$ cat config.mk
export PLATFORM = sky130hd
export DESIGN_NAME = vram_arbiter
export DESIGN_NICKNAME = d
export VERILOG_FILES = /design/src/rtl/vram_pkg.sv /design/src/rtl/vram_wq.sv /design/src/rtl/vram_arbiter.sv
export SDC_FILE = /design/constraint.sdc
export NUM_CORES = 1
export LEC_CHECK = 0
export CORE_AREA = 2 2 98 100
export DETAILED_ROUTE_END_ITERATION = 8
export DIE_AREA = 0 0 100 102
export GPL_TIMING_DRIVEN = 1
export MAX_ROUTING_LAYER = met4
export PLACE_DENSITY = 0.73
export SLEW_MARGIN = 20
export SYNTH_ARGS = -nofsm -noshare
export SYNTH_HDL_FRONTEND = slang
export SYNTH_SLANG_ARGS = --single-unit
$ cat constraint.sdc
create_clock -name clk_i -period 2.8 [get_ports clk_i]
set_input_delay 0.42 -clock clk_i [delete_from_list [all_inputs] [get_ports clk_i]]
set_output_delay 0.42 -clock clk_i [all_outputs]
set_load 0.01 [all_outputs]
$ cat src/rtl/vram_pkg.sv
// Shared types and defaults for the VRAM arbiter and its write queue.
package vram_pkg;

  localparam int DEF_ADDR_W = 12;
  localparam int DEF_DATA_W = 8;

  // Records which requester owned the memory port in the last cycle.
  typedef enum logic [1:0] {
    ARB_IDLE,
    ARB_DISP,
    ARB_WR
  } arb_state_e;

  // One queued VRAM write.
  typedef struct packed {
    logic [DEF_ADDR_W-1:0] addr;
    logic [DEF_DATA_W-1:0] data;
  } wr_req_t;

endpackage

$ cat src/rtl/vram_wq.sv
// Write queue: small synchronous FIFO with extended read/write pointers.
// The extra pointer MSB tells full from empty without a separate counter.
module vram_wq
  import vram_pkg::*;
#(
  parameter type entry_t = wr_req_t,
  parameter int  DEPTH   = 4,
  localparam int PTR_W   = $clog2(DEPTH) + 1
) (
  input  logic             clk_i,
  input  logic             rst_i,
  input  logic             push_i,
  input  logic             pop_i,
  input  entry_t           din_i,
  output entry_t           dout_o,
  output logic             full_o,
  output logic             empty_o,
  output logic [PTR_W-1:0] level_o
);

  entry_t           mem [DEPTH];
  logic [PTR_W-1:0] wr_ptr_q;
  logic [PTR_W-1:0] rd_ptr_q;

  // Store an accepted entry at the write pointer.
  // NOTE: the storage array is not reset; the pointers alone say which slots hold live data.
  always_ff @(posedge clk_i) begin
    if (push_i && !full_o) begin
      mem[wr_ptr_q[PTR_W-2:0]] <= din_i;
    end
  end

  // Advance the pointers on accepted push / pop; reset empties the queue.
  // NOTE: sequential state is always assigned with <= so every flop sees pre-edge values.
  always_ff @(posedge clk_i or posedge rst_i) begin
    if (rst_i) begin
      wr_ptr_q <= '0;
      rd_ptr_q <= '0;
    end else begin
      if (push_i && !full_o) wr_ptr_q <= wr_ptr_q + PTR_W'(1);
      if (pop_i && !empty_o) rd_ptr_q <= rd_ptr_q + PTR_W'(1);
    end
  end

  assign empty_o = (wr_ptr_q == rd_ptr_q);
  assign full_o  = (wr_ptr_q[PTR_W-1] != rd_ptr_q[PTR_W-1]) &&
                   (wr_ptr_q[PTR_W-2:0] == rd_ptr_q[PTR_W-2:0]);
  assign level_o = wr_ptr_q - rd_ptr_q;
  assign dout_o  = mem[rd_ptr_q[PTR_W-2:0]];

endmodule

$ cat src/rtl/vram_arbiter.sv
// VRAM arbiter: the display read path has strict priority with a fixed
// one-cycle read latency; UART writes are queued and drain only on cycles
// the display leaves free. No forwarding: a display read of an address with
// a queued write returns the old contents, which the next frame corrects.
// Optional statistics (stall counter, overflow flag) with VRAM_ARB_STATS_EN.
module vram_arbiter
  import vram_pkg::*;
#(
  parameter int  ADDR_W   = DEF_ADDR_W,
  parameter int  DATA_W   = DEF_DATA_W,
  parameter int  WQ_DEPTH = 4,
  localparam int LVL_W    = $clog2(WQ_DEPTH) + 1
) (
  input  logic              clk_i,
  input  logic              rst_i,
  input  logic              disp_req_i,
  input  logic [ADDR_W-1:0] disp_addr_i,
  output logic [DATA_W-1:0] disp_data_o,
  output logic              disp_valid_o,
  input  logic              wr_valid_i,
  output logic              wr_ready_o,
  input  logic [ADDR_W-1:0] wr_addr_i,
  input  logic [DATA_W-1:0] wr_data_i,
  output logic              mem_en_o,
  output logic              mem_we_o,
  output logic [ADDR_W-1:0] mem_addr_o,
  output logic [DATA_W-1:0] mem_wdata_o,
  input  logic [DATA_W-1:0] mem_rdata_i,
  output logic [LVL_W-1:0]  wq_level_o
`ifdef VRAM_ARB_STATS_EN
  ,
  output logic [15:0]       stall_cnt_o,
  output logic              ovf_o
`endif
);

  // Queue entry sized to this instance's address/data widths.
  typedef struct packed {
    logic [ADDR_W-1:0] addr;
    logic [DATA_W-1:0] data;
  } req_t;

  arb_state_e state_q;
  arb_state_e state_d;
  req_t       wq_din;
  req_t       wq_head;
  logic       wq_full;
  logic       wq_empty;
  logic       wq_push;
  logic       wq_pop;

  // Per-cycle grant and memory port drive; everything is held at 0 in reset.
  // NOTE: every output of this block gets a default first so no path can infer a latch.
  always_comb begin
    state_d     = ARB_IDLE;
    mem_en_o    = 1'b0;
    mem_we_o    = 1'b0;
    mem_addr_o  = '0;
    mem_wdata_o = '0;
    if (!rst_i) begin
      if (disp_req_i) begin
        state_d    = ARB_DISP;
        mem_en_o   = 1'b1;
        mem_addr_o = disp_addr_i;
      end else if (!wq_empty) begin
        state_d     = ARB_WR;
        mem_en_o    = 1'b1;
        mem_we_o    = 1'b1;
        mem_addr_o  = wq_head.addr;
        mem_wdata_o = wq_head.data;
      end
    end
  end

  // Last-grant register; a DISP grant here marks read data valid this cycle.
  always_ff @(posedge clk_i or posedge rst_i) begin
    if (rst_i) state_q <= ARB_IDLE;
    else       state_q <= state_d;
  end

  assign disp_valid_o = (state_q == ARB_DISP);
  assign disp_data_o  = disp_valid_o ? mem_rdata_i : '0;

  // A full queue refuses pushes even if it pops this cycle; a fresh entry
  // is only visible at the head from the next cycle on.
  assign wr_ready_o = !wq_full && !rst_i;
  assign wq_push    = wr_valid_i && wr_ready_o;
  assign wq_pop     = (state_d == ARB_WR);
  assign wq_din     = '{addr: wr_addr_i, data: wr_data_i};

  vram_wq #(
    .entry_t (req_t),
    .DEPTH   (WQ_DEPTH)
  ) u_wq (
    .clk_i   (clk_i),
    .rst_i   (rst_i),
    .push_i  (wq_push),
    .pop_i   (wq_pop),
    .din_i   (wq_din),
    .dout_o  (wq_head),
    .full_o  (wq_full),
    .empty_o (wq_empty),
    .level_o (wq_level_o)
  );

`ifdef VRAM_ARB_STATS_EN
  // Count write stalls caused by display priority (saturating) and latch
  // any push attempt the queue had to refuse.
  always_ff @(posedge clk_i or posedge rst_i) begin
    if (rst_i) begin
      stall_cnt_o <= '0;
      ovf_o       <= 1'b0;
    end else begin
      if (state_d == ARB_DISP && !wq_empty && stall_cnt_o != 16'hFFFF) begin
        stall_cnt_o <= stall_cnt_o + 16'd1;
      end
      if (wr_valid_i && !wr_ready_o) begin
        ovf_o <= 1'b1;
      end
    end
  end
`endif

endmodule

## After elaboration in Yosys (flattened, before gate mapping)

Memory sizes are Yosys's and may differ from the RTL's.
Index checks and enable logic that the tools add are counted.

| operators by class | value |
|---|---|
| mux-type cells | 17 |
| eq/ne operators | 5 |
| add/subtract/negate cells | 3 |
| reductions and logical operators | 8 |

Operators with widths:

| cell | number |
|---|---|
| two-way mux 12 bit | 3 |
| two-way mux 8 bit | 4 |
| two-way mux 1 bit | 7 |
| adder 3 x 1 -> 3 bit (second input constant) | 2 |
| two-way mux 2 bit | 3 |
| logical AND 1 bit | 5 |
| equality test 3 bit | 1 |
| zero test 1 bit | 3 |
| subtractor 3 bit | 1 |
| equality test 2 x 1 -> 1 bit (second input constant) | 1 |
| equality test 2 bit | 1 |
| equality test 2 bit (second input constant) | 1 |
| != test 1 bit | 1 |

| word-level totals | value |
|---|---|
| logic and storage cells | 37 |
| register bits | 8 |
| output and inout bits | 35 |
| input port bits | 44 |
| memories | 1 |
| RAM bits | 80 |

Memories:

| memory | depth | bits a word | rd ports | clocked after memory_dff | wr ports | RTL line | text |
|---|---|---|---|---|---|---|---|
| u_wq.mem | 4 | 20 | 1 | 0 | 1 | vram_wq.sv:21 | `entry_t mem [DEPTH];` |

## Logic depth before layout (Yosys ltp)

| logic depth | value |
|---|---|
| depth after elaboration | 8 |
| mapped depth | 7 |
| mapped depth without buffers | 5 |

## Hierarchy

From an unflattened synthesis, not the netlist that was laid out.

| second synthesis, totals | value |
|---|---|
| cell total of the unflattened synthesis | 194 |
| area total of the unflattened synthesis | 3684.8 um2 |

By module, submodules not included:

| module | cells each | seq. area each (um2) | area each (um2) | times used |
|---|---|---|---|---|
| vram_wq | 150 | 2552.4 | 3338.2 | 1 |
| vram_arbiter | 44 | 50.0 | 346.6 | 1 |

## Worst setup path before layout

No wires, ideal clock.

| timing path | value |
|---|---|
| path kind | reg-to-reg |
| start | reg u_wq.rd_ptr_q[1] |
| end | mem u_wq.mem[1][0] (netlist bit) (enable) |
| cell stages (with the launch flop) | 6 |
| path buffers | 1 |
| path slack | 0.347 ns |
| arrival time | 2.075 ns |
| path through | dfrtp_1 > buf_1 > inv_1 > ha_1 > a31oi_1 > and3_1 |

| on the way | value |
|---|---|
| cells in the longest elaborated chain, start to end | 8 |

Ends and longest elaborated chain:

| what | RTL line | text |
|---|---|---|
| start, declared | vram_wq.sv:23 | `logic [PTR_W-1:0] rd_ptr_q;` |
| start signal, assigned | vram_wq.sv:41 | `if (pop_i && !empty_o) rd_ptr_q <= rd_ptr_q + PTR_W'(1);` |
| equality test 2 bit | vram_wq.sv:47 | `(wr_ptr_q[PTR_W-2:0] == rd_ptr_q[PTR_W-2:0]);` |
| logical AND 1 bit | vram_wq.sv:46 | `assign full_o = (wr_ptr_q[PTR_W-1] != rd_ptr_q[PTR_W-1]) &&` |
| zero test 1 bit | vram_arbiter.sv:86 | `assign wr_ready_o = !wq_full && !rst_i;` |
| logical AND 1 bit | vram_arbiter.sv:86 |  |
| via wr_ready_o | vram_arbiter.sv:21 | `output logic wr_ready_o,` |
| logical AND 1 bit | vram_arbiter.sv:87 | `assign wq_push = wr_valid_i && wr_ready_o;` |
| logical AND 1 bit | vram_wq.sv:28 | `if (push_i && !full_o) begin` |
| two-way mux 1 bit | vram_wq.sv:28 |  |
| two-way mux 1 bit (not written as such) | vram_wq.sv:29 | `mem[wr_ptr_q[PTR_W-2:0]] <= din_i;` |
| end, declared | vram_wq.sv:21 |  |

The timed path passes the listed nets, and every way through them passes these cells.

## Worst setup path in the final report

| timing path | value |
|---|---|
| start | reg u_wq.rd_ptr_q[0] |
| end | out mem_addr_o[3] |

| on the way | value |
|---|---|
| cells in the longest elaborated chain, start to end | 4 |

Ends and longest elaborated chain:

| what | RTL line | text |
|---|---|---|
| memory (4 x 20 bit) or equality test 3 bit (tied branches) | - |  |
| two-way mux 12 bit * | vram_arbiter.sv:65 | `end else if (!wq_empty) begin` |
| two-way mux 12 bit * | vram_arbiter.sv:61 | `if (disp_req_i) begin` |
| two-way mux 12 bit * | vram_arbiter.sv:60 | `if (!rst_i) begin` |
| end, declared | vram_arbiter.sv:26 | `output logic [ADDR_W-1:0] mem_addr_o,` |

Every way passes the cells marked *; elsewhere a longest branch is shown, timed or not.

==> summary.md <==
| Metric | Value |
|---|---|
| Status | `complete, no violations` |
| Main flop type after synthesis | `edfxtp_1` |
| First-pass GRT wire length | `10880 um` |
| Synth Register Bits | `between 80 and 90` |
| Num CTS Buffers | `9` |
| Peak supply drop | `0.0003745 V` |
| DRC | `0` |
| Slew Limit Fails | `0` |
| Setup_tns | `0 ps` |
| Final hold vios | `0` |
| Antenna violations before repair | `0` |
| Deepest clock path buffer count | `2` |
| R2R Path End | `u_wq.mem[0][11]` |
| Number of fill cells | `742` |
| Clock transition at the registers of the reported paths | `roughly 80 ps` |
| Routed wire length | `7369 um` |
| DIE WIDTH | `100 um` |
| Full die area | `roughly 10000 sq um` |
| Gr ovfl total | `0` |
| TritonRoute pass-1 iters | `4` |
| Worst Setup End Kind | `output port` |
| Synth Area in Adders | `between 2 and 3%` |
| Pwr/cell area | `864.2 nW/um^2` |
| Worst Tran Pin Value | `479.1 ps` |
| Slew HR | `68.03%` |
| Clk sinks | `88` |
| WS Path Type | `flip-flop to output port` |
| Synthesis-to-finish area growth | `33.08%` |
| Vias | `2006` |
| Largest net degree at the start of global routing | `24` |
| Arrival time at the worst endpoint | `2260 ps` |
| Drt wl/cell | `18.52 um` |
| CTS tree | `built` |
| Commonest non-fill, non-tap cell in the layout | `edfxtp_1` |
| Post-Synth XOR/XNOR Area | `approximately 2.1%` |
| Max Cap Viol | `0` |
| Final Critical Period | `about 2700 ps` |
| Nets | `335` |
| DR vias/cell | `between 5 and 6` |
| Post-synth cell types | `25` |
| Die height | `102 um` |
| Clock latency on the worst-skew pair | `330 ps` |
| Cells after synthesis | `183` |
| DP HPWL | `4485 um` |
| Gp weighted congestion | `around 0.73` |
| Mux cell area share after synthesis | `a little over an eighth` |
| Simple-gate share of the synthesized area | `4.217%` |
| Fin crit share | `a little over nine tenths` |
| 1st-iter DRT viols | `68` |
| RSZ-0062 raised after global routing | `no` |
| Cts hold-fix bufs | `0` |
| EDFF count, synth | `80` |
| Row count | `35` |
| Antenna viol nets, final | `0` |
| # setup viols final | `0` |
| Antenna cells | `0` |
| Core outline area | `9109 sq um` |
| WP data required | `roughly 2400 ps` |
| Largest family of logic cells by synthesized area | `multiplexers` |
| Synth Net Count | `235` |
| Vias in the first global route | `around 2000` |
| R2R depth | `4` |
| Top Ports | `79` |
| Warnings, synthesis | `0` |
| Layout cell share with drive strength beyond 1 | `roughly 20%` |
| Cell area after synthesis | `3650 sq um` |
| Fraction of registers with async set or reset after synthesis | `9.091%` |
| Most frequent cells in the layout | `edfxtp_1, clkdlybuf4s50_1, mux4_2, and2_1, buf_4` |
| Worst Skew | `4.839 ps` |
| Hold WC Path Type | `input pin to asynchronous set/reset pin` |
| Startpoint type of the worst setup path | `flip-flop` |
| CTS Root Cell | `clkbuf_8` |
| Total number of H-tree levels | `3` |
| Mapped Avg Cell Area | `19.94 sq um` |
| Initial core utilization | `40.07%` |
| Fin worst setup slack | `120.1 ps` |
| Worst reg2reg path startpoint | `u_wq.rd_ptr_q[0]` |
| Fmax achieved | `about 0.37 GHz` |
| Pre-CTS setup slack | `199.1 ps` |
| R2r setup slk | `~800 ps` |
| Synth Area in Compound Gates | `4.011%` |
| IO Port Bufs | `78` |
| Final core occ | `53.32%` |
| Sequential share of the synthesized area | `71.31%` |
| GRT Overall Usage | `15.18%` |
| Leak Pwr | `1.695 nW` |
| CP max FO | `8` |
==> timing repair <==
action | CTS | global route
gates resized for setup | 2 | 3
cloned | 2 | 1
pin swaps | 2 | 1
endpoints found under the setup margin | 20 | 20
buffers inserted | 1 | 4
==> metal layers <==
| metal | routed length (um) | share of wire (%) | track usage, % | vias to the layer above |
|---|---|---|---|---|
| li1 | - | - | - | 928 |
| met1 | 3157 | 43 | 18.63 | 999 |
| met2 | 3729 | 51 | 24.69 | 71 |
| met3 | 392 | 5.3 | 3.420 | 8 |
| met4 | 91 | 1.2 | 6.112 | 0 |
| met5 | 0 | 0 | - | - |
==> report_power, final <==
part	total (mW)	switching [mW]	leakage [nW]	internal, mW
registers	1.71	0.0800	0.821	1.63
clock network	0.802	0.398	0.0868	0.404
logic	1.68	0.786	0.787	0.895
total	4.20	1.26	1.69	2.93
==> how the worst max path moves through the flow <==
stage / startpoint / end / slack (ps)
after global placement: disp_req_i / mem_addr_o[10] / 230
after detailed placement: disp_req_i / mem_wdata_o[6] / 200
final: u_wq.rd_ptr_q[0] / mem_addr_o[3] / 120
after CTS: u_wq.rd_ptr_q[0] / mem_addr_o[8] / 4
after global routing: u_wq.rd_ptr_q[0] / mem_addr_o[10] / 10
after floorplan: u_wq.rd_ptr_q[1] / u_wq.mem[1][0] / 350
==> kinds of logic (layout without fill, tap and decap cells) <==
| logic type | after synthesis | in the layout |
|---|---|---|
| mux | 22 | 22 |
| fa+ha+maj | 8 | 8 |
| simple gates | 26 | 26 |
| buf+inv | 15 | 116 |
| compound gates | 17 | 20 |
| flops | 88 | 88 |
| xor+xnor | 7 | 7 |
==> cell type report <==
type	count	area [sq um]	share of cell area, %
clock buffers	11	131.4	2.705
clock inverters	4	46.29	0.9531
inverters	7	26.28	0.5410
multi-input cells	83	1010	20.79
flip-flops and latches	88	2604	53.61
well taps	111	138.9	2.859
repair buffers	94	900.9	18.55
==> per-stage QoR <==
stage,hold slack [ps],total power [mW],instance area (sq um),cells
after global routing,560.4,4.441,4857,398
after floorplan,235.7,2.687,3650,183
after CTS,502.1,4.165,4805,393
after global placement,527.4,3.280,4593,375
after detailed placement,524.8,3.300,4593,375
final,529.7,4.197,4857,398
==> cells in the mapped netlist (2+ instances only) <==
cell type	instances	area share, %
and2_1	16	2.7
xnor2_1	5	1.2
xor2_2	2	0.89
inv_1	7	0.72
nor2b_1	3	0.51
mux4_2	19	12
buf_1	2	0.21
a22o_1	12	2.9
edfxtp_1	80	66
and3_1	3	0.51
clkbuf_1	2	0.21
buf_6	4	1.2
dfrtp_1	8	5.5
o211ai_1	2	0.41
ha_1	7	2.4
nor2_1	2	0.21
==> registers in the layout, summed over array words and instances, names as in the netlist <==
register,flops
u_wq.rd_ptr_q,3
state_q,2
u_wq.mem,80
u_wq.wr_ptr_q,3
==> worst max-delay path, stage by stage, from the launching register on <==
cell and delay (ps):
dfrtp_2 460, ha_1 380, nand2_4 120, o21a_4 270
a22o_1 220, clkdlybuf4s50_1 490
Power figures use the tool's default switching activity.
